--- config.mk ---
export PLATFORM = sky130hd
export DESIGN_NAME = down_counter_arbiter
export DESIGN_NICKNAME = d
export VERILOG_FILES = /design/src/rtl/down_counter_arbiter.sv
export SDC_FILE = /design/constraint.sdc
export NUM_CORES = 1
export LEC_CHECK = 0
export BUFFER_PORTS_ARGS = -buffer_cell sky130_fd_sc_hd__buf_2
export CAP_MARGIN = 20
export CORE_MARGIN = 4
export CORE_UTILIZATION = 42
export CTS_CLUSTER_DIAMETER = 200
export DETAILED_ROUTE_END_ITERATION = 6
export PLACE_DENSITY_LB_ADDON = 0.12
export SETUP_SLACK_MARGIN = 0.02
export SKIP_CTS_REPAIR_TIMING = 1
export SLEW_MARGIN = 20
export SYNTH_ARGS = -nofsm -noshare
export SYNTH_HDL_FRONTEND = slang
export SYNTH_SLANG_ARGS = --single-unit
export TNS_END_PERCENT = 100
--- constraint.sdc ---
create_clock -name CLK -period 1.5 [get_ports CLK]
set_input_delay 0.375 -clock CLK [delete_from_list [all_inputs] [get_ports CLK]]
set_output_delay 0.375 -clock CLK [all_outputs]
set_load 0.02 [all_outputs]
--- src/rtl/down_counter_arbiter.sv ---
// Two-requester round-robin arbiter around a shared WIDTH-bit down counter.
// The winner's start value is loaded on the grant edge. The counter runs to zero, pulses done, then frees up.
module down_counter_arbiter #(
    parameter int unsigned WIDTH          = 3,
    parameter int unsigned FIRST_PRIORITY = 0
) (
    input  logic             CLK,
    input  logic             not_RST,
    input  logic             req0,
    input  logic             req1,
    input  logic [WIDTH-1:0] load0,
    input  logic [WIDTH-1:0] load1,
    input  logic             pause,
    output logic             grant0,
    output logic             grant1,
    output logic             busy,
    output logic             done0,
    output logic             done1,
    output logic [WIDTH-1:0] Q
);

    typedef enum logic [1:0] {StIdle, StCount, StDone} state_e;

    localparam logic PtrReset = (FIRST_PRIORITY != 0);

    state_e           state_q, state_d;
    logic [WIDTH-1:0] q_q, q_d;
    logic             grant0_q, grant0_d;
    logic             grant1_q, grant1_d;
    logic             busy_q, busy_d;
    logic             done0_q, done0_d;
    logic             done1_q, done1_d;
    // ptr_q names the side that wins when both requesters are pending.
    logic             ptr_q, ptr_d;
    logic             pick0, pick1, owner_req;

    assign pick0     = req0 & (~req1 | ~ptr_q);
    assign pick1     = req1 & ~pick0;
    assign owner_req = grant1_q ? req1 : req0;

    always_comb begin
        state_d  = state_q;
        q_d      = q_q;
        grant0_d = grant0_q;
        grant1_d = grant1_q;
        busy_d   = busy_q;
        done0_d  = 1'b0;
        done1_d  = 1'b0;
        ptr_d    = ptr_q;
        case (state_q)
            StIdle: begin
                if (pick0) begin
                    state_d  = StCount;
                    q_d      = load0;
                    grant0_d = 1'b1;
                    busy_d   = 1'b1;
                    ptr_d    = 1'b1;
                end else if (pick1) begin
                    state_d  = StCount;
                    q_d      = load1;
                    grant1_d = 1'b1;
                    busy_d   = 1'b1;
                    ptr_d    = 1'b0;
                end
            end
            StCount: begin
                if (!owner_req) begin
                    state_d  = StIdle;
                    q_d      = '0;
                    grant0_d = 1'b0;
                    grant1_d = 1'b0;
                    busy_d   = 1'b0;
                end else if (pause) begin
                    state_d = StCount;
                end else if (q_q != '0) begin
                    q_d = q_q - WIDTH'(1);
                end else begin
                    state_d = StDone;
                    done0_d = grant0_q;
                    done1_d = grant1_q;
                end
            end
            StDone: begin
                state_d  = StIdle;
                q_d      = '0;
                grant0_d = 1'b0;
                grant1_d = 1'b0;
                busy_d   = 1'b0;
            end
            default: begin
                state_d  = StIdle;
                q_d      = '0;
                grant0_d = 1'b0;
                grant1_d = 1'b0;
                busy_d   = 1'b0;
            end
        endcase
    end

    always_ff @(posedge CLK or negedge not_RST) begin
        if (!not_RST) begin
            state_q  <= StIdle;
            q_q      <= '0;
            grant0_q <= 1'b0;
            grant1_q <= 1'b0;
            busy_q   <= 1'b0;
            done0_q  <= 1'b0;
            done1_q  <= 1'b0;
            ptr_q    <= PtrReset;
        end else begin
            state_q  <= state_d;
            q_q      <= q_d;
            grant0_q <= grant0_d;
            grant1_q <= grant1_d;
            busy_q   <= busy_d;
            done0_q  <= done0_d;
            done1_q  <= done1_d;
            ptr_q    <= ptr_d;
        end
    end

    assign grant0 = grant0_q;
    assign grant1 = grant1_q;
    assign busy   = busy_q;
    assign done0  = done0_q;
    assign done1  = done1_q;
    assign Q      = q_q;

endmodule

==> run_results.csv, run 1 <==
group,metric,value,unit
synth,avgSynthCellArea,10.1,sq um
synth,netlist_area,588,sq um
power_and_ir_drop,p_comb_share,60.1,%
placement,portBuffers,18,
sta,relSlewSlack,81.7,%
synth,synth_nets,71,
drt,vias,578,
power_and_ir_drop,switching_share,38.7,%
synth,netlist.area_leader.share,46.8,%
global_route,grt-ovfl-total,0,
power_and_ir_drop,ir_drop,1.06,mV
run,drv_cap,0,
synth,synth.distinct_cells,27,
synth,synthesis.instances,58,
global_route,antenna_found_initial,0,
floorplan,core_area,1320,sq um
synth,yosys_warnings,0,
setup_path,worstReg2RegStart,"state_q[0]",
power_and_ir_drop,p_seq_share,28.3,%
setup_path,critPathMaxFanout,4,
setup_path,crit_required,1.66,ns
layout,drive_above_1_share,51.5,%
synth,synth_edf_count,0,
drt,wire_per_inst,12.9,microns
synth,ys.flop_type,"dfrtp_1",
worst_hold_path,worstHoldStart,"pause",
placement,placed_cells,107,
floorplan,fp.dieW,45.4,microns
cts,cts_root_buf,"clkbuf_4",
cts,numCtsBuffers,3,
power_and_ir_drop,pwr_density_cell,1980,nW/um^2
floorplan,rows,13,
setup_path,worstSetupPathType,"reg2reg",
sta,fmaxAchievable,674,MHz
sta,holdWs,0.392,ns
power_and_ir_drop,leakagePower,0.000460,uW
synth,synthTopCellsByArea,"dfrtp_1, mux2i_1, nor2_1",
placement,dpl.hpwl,1140,microns
cts,numClockSinks,11,
placement,place_congestion,0.811,
synth,yosysTopAreaCell,"dfrtp_1",
drt,drc,0,
synth,yosysMostFrequentCell,"dfrtp_1",
synth,async_reset_ff_share,100,%
layout,diodes,0,
power_and_ir_drop,p_int,1080,uW
layout,final-instance-count-excl-fill,112,
setup_path,r2r_slack,0.02,ns
sta,setup_viol,0,
setup_path,arrival,1.64,ns
floorplan,die-area,2060,sq um
sta,tightest_slew,0.272,ns
floorplan,start_util,44.6,%
cts,cts_tree,"yes",
setup_path,r2r_cells,3,
power_and_ir_drop,p_sw,685,uW
cts,clk_transition_reported_paths,0.07,ns
cts,insertion_delay,0.27,ns
power_and_ir_drop,power.share.clock,11.6,%
layout,nets,111,
setup_path,worstReg2RegEnd,"Q[1]",
floorplan,num_io_pins,19,
global_route,track_usage,15.2,%
sta,finalCriticalPeriod,1.48,ns
drt,drt_iter0_markers,10,
sta,finalCritPeriodShare,98.9,%
sta,hold_violations,0,
worst_hold_path,hold_end,"state_q[0]",
drt,drt-total-wl,1440,microns
global_route,grt_max_degree,12,
drt,drt-vias-per-instance,5.16,
floorplan,die_h,45.4,microns
cts,cts_buffer_depth,2,
sta,fin_worst_skew,0.000602,ns
setup_path,critPathCaptureType,"register",
synth,yosys_register_bits,11,
status,status,"finished clean",
drt,first_pass_iters,4,
setup_path,startpoint_type,"register",
global_route,grt_pass1_vias,551,
worst_hold_path,holdCritPathClass,"in2reg",
power_and_ir_drop,p_total,1770,uW
sta,slew_violations,0,
synth,ys_top_cells_by_count,"dfrtp_1, nor2_1, mux2i_1",
worst_hold_path,holdPathStages,2,
sta,rsz0062_at_grt,"true",
layout,area_delta_synth_final,51.5,%
synth,seq_area_frac_synth,46.8,%
cts,htree_levels,1,
global_route,grt_pass1_wl,2280,microns
drt,antenna_left,0,
-- how the worst max path moves through the flow --
stage | start | to | depth (start not counted)
after floorplan | grant1 | Q[1] | 5
after global placement | req1 | Q[1] | 4
after detailed placement | req1 | Q[1] | 4
after CTS | Q[0] | Q[1] | 6
after global routing | state_q[1] | Q[1] | 4
final | state_q[0] | Q[1] | 3
-- metal layers --
metal / up-vias / routed length, microns / GRT usage, % / part of all wire (%)
met4: 0 / 9 / 5.26 / 0.62
met3: 2 / 68 / 2.37 / 4.7
met2: 18 / 680 / 24.0 / 47
li1: 289 / - / - / -
met5: - / 0 / 0 / 0
met1: 269 / 685 / 20.9 / 47
-- placed cells by master, fill, tap and decap left out, types with 2 or more instances in the layout --
cell / count
a21oi_1: 3
dfrtp_1: 8
mux2i_1: 4
dfrtp_2: 3
and3_1: 2
nor2_1: 9
mux2_4: 2
inv_1: 3
o22ai_1: 3
clkbuf_4: 3
buf_2: 18
buf_4: 17
-- sequential cells by signal, summed over array words and instances, names as in the netlist --
register / flops
Q: 3
grant0: 1
grant1: 1
state_q: 2
done0: 1
busy: 1
done1: 1
ptr_q: 1
-- power by group through the flow --
stage	logic [uW]	registers [uW]	clock network, uW
final	1060	500	204
after global routing	1170	515	221
after CTS	947	499	207
after detailed placement	943	502	0
after global placement	924	498	0
after floorplan	434	618	0
-- per-stage QoR --
step                cell area (sq um)  setup WS, ns  TNS, ns  utilization [%]
detailed placement                817        -0.149   -0.329             62.0
global placement                  817        -0.135   -0.289             62.0
CTS                               845       -0.0289  -0.0518             64.1
global route                      891       -0.0486   -0.111             67.6
floorplan                         592       -0.0706   -0.140                -
finish                            891        0.0160        0             67.6
-- final cells by class --
class	instances	area [sq um]
Fill cell	113	427
Multi-Input combinational cell	43	327
Sequential cell	11	279
Timing Repair Buffer	36	228
Clock buffer	3	22.5
Tap cell	15	18.8
Inverter	3	11.3
Clock inverter	1	5.00
-- worst max-delay path, cell delays in order, from the launching register on --
cell and delay, ns:
dfrtp_1 0.41, or4_4 0.50, o21a_1 0.16, mux2_4 0.30
-- logic make-up (layout without fill, tap and decap cells) --
group	after synthesis	count (layout)	share of synthesized area [%]
buffers and inverters	4	43	3.83
AND/OR/NAND/NOR	19	19	16.4
flip-flops	11	11	46.8
AO/OA/AOI/OAI	16	16	18.1
multiplexers	6	6	10.6
adder cells (fa/ha/maj)	2	2	4.25
Power figures use the tool's default switching activity.
==> inputs of run 2 (changes only) <==
--- a/config.mk
+++ b/config.mk
@@ -12,6 +12,7 @@
 export CTS_CLUSTER_DIAMETER = 200
 export DETAILED_ROUTE_END_ITERATION = 6
 export PLACE_DENSITY_LB_ADDON = 0.12
+export RECOVER_POWER = 50
 export SETUP_SLACK_MARGIN = 0.02
 export SKIP_CTS_REPAIR_TIMING = 1
 export SLEW_MARGIN = 20
==> run_results.csv, run 2 (synthesis gave the netlist of run 1 again) <==
group,metric,value,unit
floorplan,start_util,44.6,%
layout,drive_above_1_share,50.5,%
layout,nets,111,
cts,cts_tree,"yes",
sta,slew_violations,0,
setup_path,startpoint_type,"register",
floorplan,die_h,45.4,microns
setup_path,critPathCaptureType,"register",
drt,drt_iter0_markers,10,
layout,diodes,0,
layout,design_area,890,sq um
placement,placed_area,817,sq um
layout,area_delta_synth_final,51.3,%
placement,portBuffers,18,
sta,rsz0062_at_grt,"true",
layout,n_fill_cell,114,
setup_path,path_delay_family,"simple AND/OR/NAND/NOR gates",
sta,fin_worst_skew,0.000667,ns
power_and_ir_drop,pwr_density_cell,1990,nW/um^2
cts,clk_transition_reported_paths,0.07,ns
cts,numCtsBuffers,3,
cts,numClockSinks,11,
status,status,"finished clean",
sta,finalCriticalPeriod,1.48,ns
setup_path,slowest_delay,0.50,ns
drt,first_pass_iters,4,
global_route,grt-ovfl-total,0,
setup_path,crit_required,1.66,ns
sta,fmaxAchievable,674,MHz
setup_path,cp_cell_sequence,"or4_4 > o21a_1 > mux2_4",
sta,finalCritPeriodShare,98.9,%
setup_path,arrival,1.64,ns
global_route,grt_pass1_wl,2280,microns
run,drv_cap,0,
drt,antenna_left,0,
floorplan,fp.dieW,45.4,microns
drt,drt-total-wl,1440,microns
power_and_ir_drop,leakagePower,0.000458,uW
power_and_ir_drop,ir_drop,1.06,mV
global_route,grt_max_degree,12,
cts,insertion_delay,0.27,ns
cts,htree_levels,1,
drt,drc,0,
setup_path,critPathMaxFanout,4,
setup_path,slowest_stage,"or4_4",
drt,wire_per_inst,12.9,microns
placement,place_congestion,0.811,
worst_hold_path,holdCritPathClass,"in2reg",
floorplan,die-area,2060,sq um
global_route,antenna_found_initial,0,
global_route,track_usage,15.2,%
sta,relSlewSlack,59.9,%
layout,final_cell_mix,"buf_2, buf_4, nor2_1, dfrtp_1, mux2i_1",
cts,cts_buffer_depth,2,
drt,vias,578,
placement,dpl.hpwl,1140,microns
drt,drt-vias-per-instance,5.16,
layout,largest_register_ffs,3,
sta,setup_viol,0,
floorplan,rows,13,
sta,hold_violations,0,
setup_path,path_buf_inv,0,
setup_path,worstSetupPathType,"reg2reg",
global_route,grt_pass1_vias,551,
floorplan,core_area,1320,sq um
sta,tightest_slew,0.602,ns
cts,cts_root_buf,"clkbuf_4",
layout,utilization,67.5,%
floorplan,num_io_pins,19,
run 2: through the flow:
step	std cells	hold slack (ns)	power [uW]	setup slack, ns	setup TNS, ns
floorplan	58	0.0794	1050	-0.0706	-0.140
global placement	107	0.256	1420	-0.135	-0.289
detailed placement	107	0.260	1440	-0.149	-0.329
CTS	111	-0.0300	1650	-0.0289	-0.0518
global route	112	0.416	1910	-0.0486	-0.111
finish	112	0.392	1770	0.0160	0
run 2: final timing paths:
| kind | start | cells after the start | to | slack (ns) |
|---|---|---|---|---|
| worst max register to register | state_q[0] | 3 | Q[1] | 0.02 |
| worst max-delay path | state_q[0] | 3 | Q[1] | 0.02 |
| max in group asynchronous | not_RST | 2 | Q[0] | 0.46 |
| worst min register to register | ptr_q | 1 | ptr_q | 0.51 |
| worst min-delay path | pause | 2 | state_q[0] | 0.39 |
| min in group asynchronous | not_RST | 2 | done1 | 0.62 |
run 2: area by class of cell:
cell class	instances	area, sq um	share of cell area (%)
Multi-Input combinational cell	43	327	36.7
Sequential cell	11	279	31.4
Clock inverter	1	5.00	0.563
Clock buffer	3	22.5	2.53
Inverter	3	11.3	1.27
Timing Repair Buffer	36	226	25.5
Tap cell	15	18.8	2.11
run 2: metal layers:
metal	global-route usage (%)	part of all wire [%]	vias up
li1	-	-	289
met1	20.9	48	269
met4	5.26	0.62	0
met3	2.37	4.7	2
met2	24.0	47	18
met5	0	0	-
run 2: power breakdown:
part	switching, uW	internal [uW]
registers	80.8	419
clock network	106	98.7
logic	499	564
==> inputs of run 3 (changes only) <==
--- a/config.mk
+++ b/config.mk
@@ -13,7 +13,7 @@
 export DETAILED_ROUTE_END_ITERATION = 6
 export PLACE_DENSITY_LB_ADDON = 0.12
 export RECOVER_POWER = 50
-export SETUP_SLACK_MARGIN = 0.02
+export SETUP_SLACK_MARGIN = 0.05
 export SKIP_CTS_REPAIR_TIMING = 1
 export SLEW_MARGIN = 20
 export SYNTH_ARGS = -nofsm -noshare
==> run_results.csv, run 3 (synthesis gave the netlist of run 1 again) <==
group,metric,value,unit
status,status,"finished clean",
worst_hold_path,holdCritPathClass,"in2reg",
cts,cts_buffer_depth,2,
sta,tightest_slew,0.585,ns
power_and_ir_drop,leakagePower,0.000418,uW
power_and_ir_drop,p_int,1040,uW
drt,vias,541,
layout,largest_register_ffs,3,
floorplan,die_h,45.4,microns
layout,drive_above_1_share,45.2,%
sta,slew_violations,0,
cts,numCtsBuffers,3,
floorplan,start_util,44.6,%
sta,hold_violations,0,
global_route,grt_max_degree,12,
global_route,antenna_found_initial,0,
drt,drt_iter0_markers,5,
sta,rsz0062_at_grt,"true",
sta,finalCriticalPeriod,1.49,ns
power_and_ir_drop,p_seq_share,29.4,%
global_route,grt_pass1_vias,559,
setup_path,critPathMaxFanout,4,
power_and_ir_drop,switching_share,40.3,%
drt,drt-vias-per-instance,5.01,
setup_path,critPathCaptureType,"register",
placement,dpl.hpwl,1210,microns
power_and_ir_drop,p_sw,701,uW
layout,n_fill_cell,115,
global_route,grt_pass1_wl,2460,microns
cts,htree_levels,1,
sta,fmaxAchievable,670,MHz
floorplan,num_io_pins,19,
drt,antenna_left,0,
sta,finalCritPeriodShare,99.5,%
sta,fin_worst_skew,0.00715,ns
placement,place_congestion,0.751,
sta,holdWs,0.364,ns
drt,first_pass_iters,4,
setup_path,worstSetupPathType,"reg2reg",
cts,clk_transition_reported_paths,0.07,ns
floorplan,core_area,1320,sq um
layout,nets,107,
cts,cts_tree,"yes",
layout,final_cell_mix,"buf_2, buf_4, nor2_1, dfrtp_1",
cts,cts_root_buf,"clkbuf_4",
cts,numClockSinks,11,
floorplan,die-area,2060,sq um
power_and_ir_drop,power.share.clock,12.0,%
sta,relSlewSlack,61.0,%
sta,setup_viol,0,
drt,wire_per_inst,14.0,microns
placement,portBuffers,18,
layout,diodes,0,
global_route,grt-ovfl-total,0,
layout,multi_input_comb_area,327,sq um
power_and_ir_drop,ir_drop,1.05,mV
floorplan,fp.dieW,45.4,microns
setup_path,startpoint_type,"register",
drt,drt-total-wl,1510,microns
cts,insertion_delay,0.28,ns
power_and_ir_drop,p_total,1740,uW
drt,drc,0,
floorplan,rows,13,
layout,ff_latch_area,279,sq um
power_and_ir_drop,p_comb_share,58.6,%
layout,layout_commonest_cell,"buf_2",
layout,area_delta_synth_final,45.5,%
global_route,track_usage,17.8,%
power_and_ir_drop,pwr_density_cell,2040,nW/um^2
setup_path,crit_required,1.67,ns
setup_path,arrival,1.66,ns
run,drv_cap,0,
## run 3: changes by cell type in the layout (fill, tap and decap cells not counted), moves of 2 or more
cell / before / now
mux2_4: 2 / 0
inv_2: 0 / 2
buf_4: 17 / 13
clkbuf_1: 1 / 4
buf_2: 17 / 15
mux2_1: 0 / 2
inv_1: 3 / 1
## run 3: critical path: stages (launching register included)
cell	delay, ns
dfrtp_1	0.42
or4_4	0.51
o21a_1	0.15
mux2_1	0.31
## run 3: metrics by stage
step	utilization [%]	cell area, sq um	instances	setup TNS [ns]	worst slack [ns]
2_1_floorplan	-	617	58	-0.140	-0.0706
3_3_place_gp	61.6	812	103	-0.330	-0.135
3_5_place_dp	61.6	812	103	-0.364	-0.148
4_1_cts	63.6	838	107	-0.00199	-0.00199
5_1_grt	65.0	856	108	-0.0722	-0.0376
6_report	65.0	856	108	0	0.00801
## run 3: metal layers
layer	up-vias	global-route usage, %	wire (microns)
met5	-	0	0
li1	279	-	-
met4	0	8.77	27
met3	4	6.32	99
met1	244	19.2	641
met2	14	30.4	740
## run 3: final cells by class
cell class                      instances  share of cell area [%]
Tap cell                               15                    2.19
Sequential cell                        11                    32.6
Inverter                                3                    1.32
Clock buffer                            4                    3.07
Multi-Input combinational cell         43                    38.2
Timing Repair Buffer                   32                    22.7
## run 3: path summary, 6_finish.rpt
check | from | end | slack (ns) | cells past startpoint
worst max-delay path | state_q[0] | Q[2] | 0.008 | 3
worst min-delay path | pause | state_q[0] | 0.36 | 2
worst max register to register | state_q[0] | Q[2] | 0.008 | 3
worst min register to register | ptr_q | ptr_q | 0.50 | 1
max in group asynchronous | not_RST | grant1 | 0.48 | 2
min in group asynchronous | not_RST | Q[2] | 0.60 | 2
## run 3: power groups by stage
stage          Sequential [uW]  Clock [uW]  Combinational (uW)
6_report                   512         209                1020
5_1_grt                    527         221                1140
4_1_cts                    512         215                1010
3_5_place_dp               517           0                1010
3_3_place_gp               511           0                 969
2_1_floorplan              622           0                 494
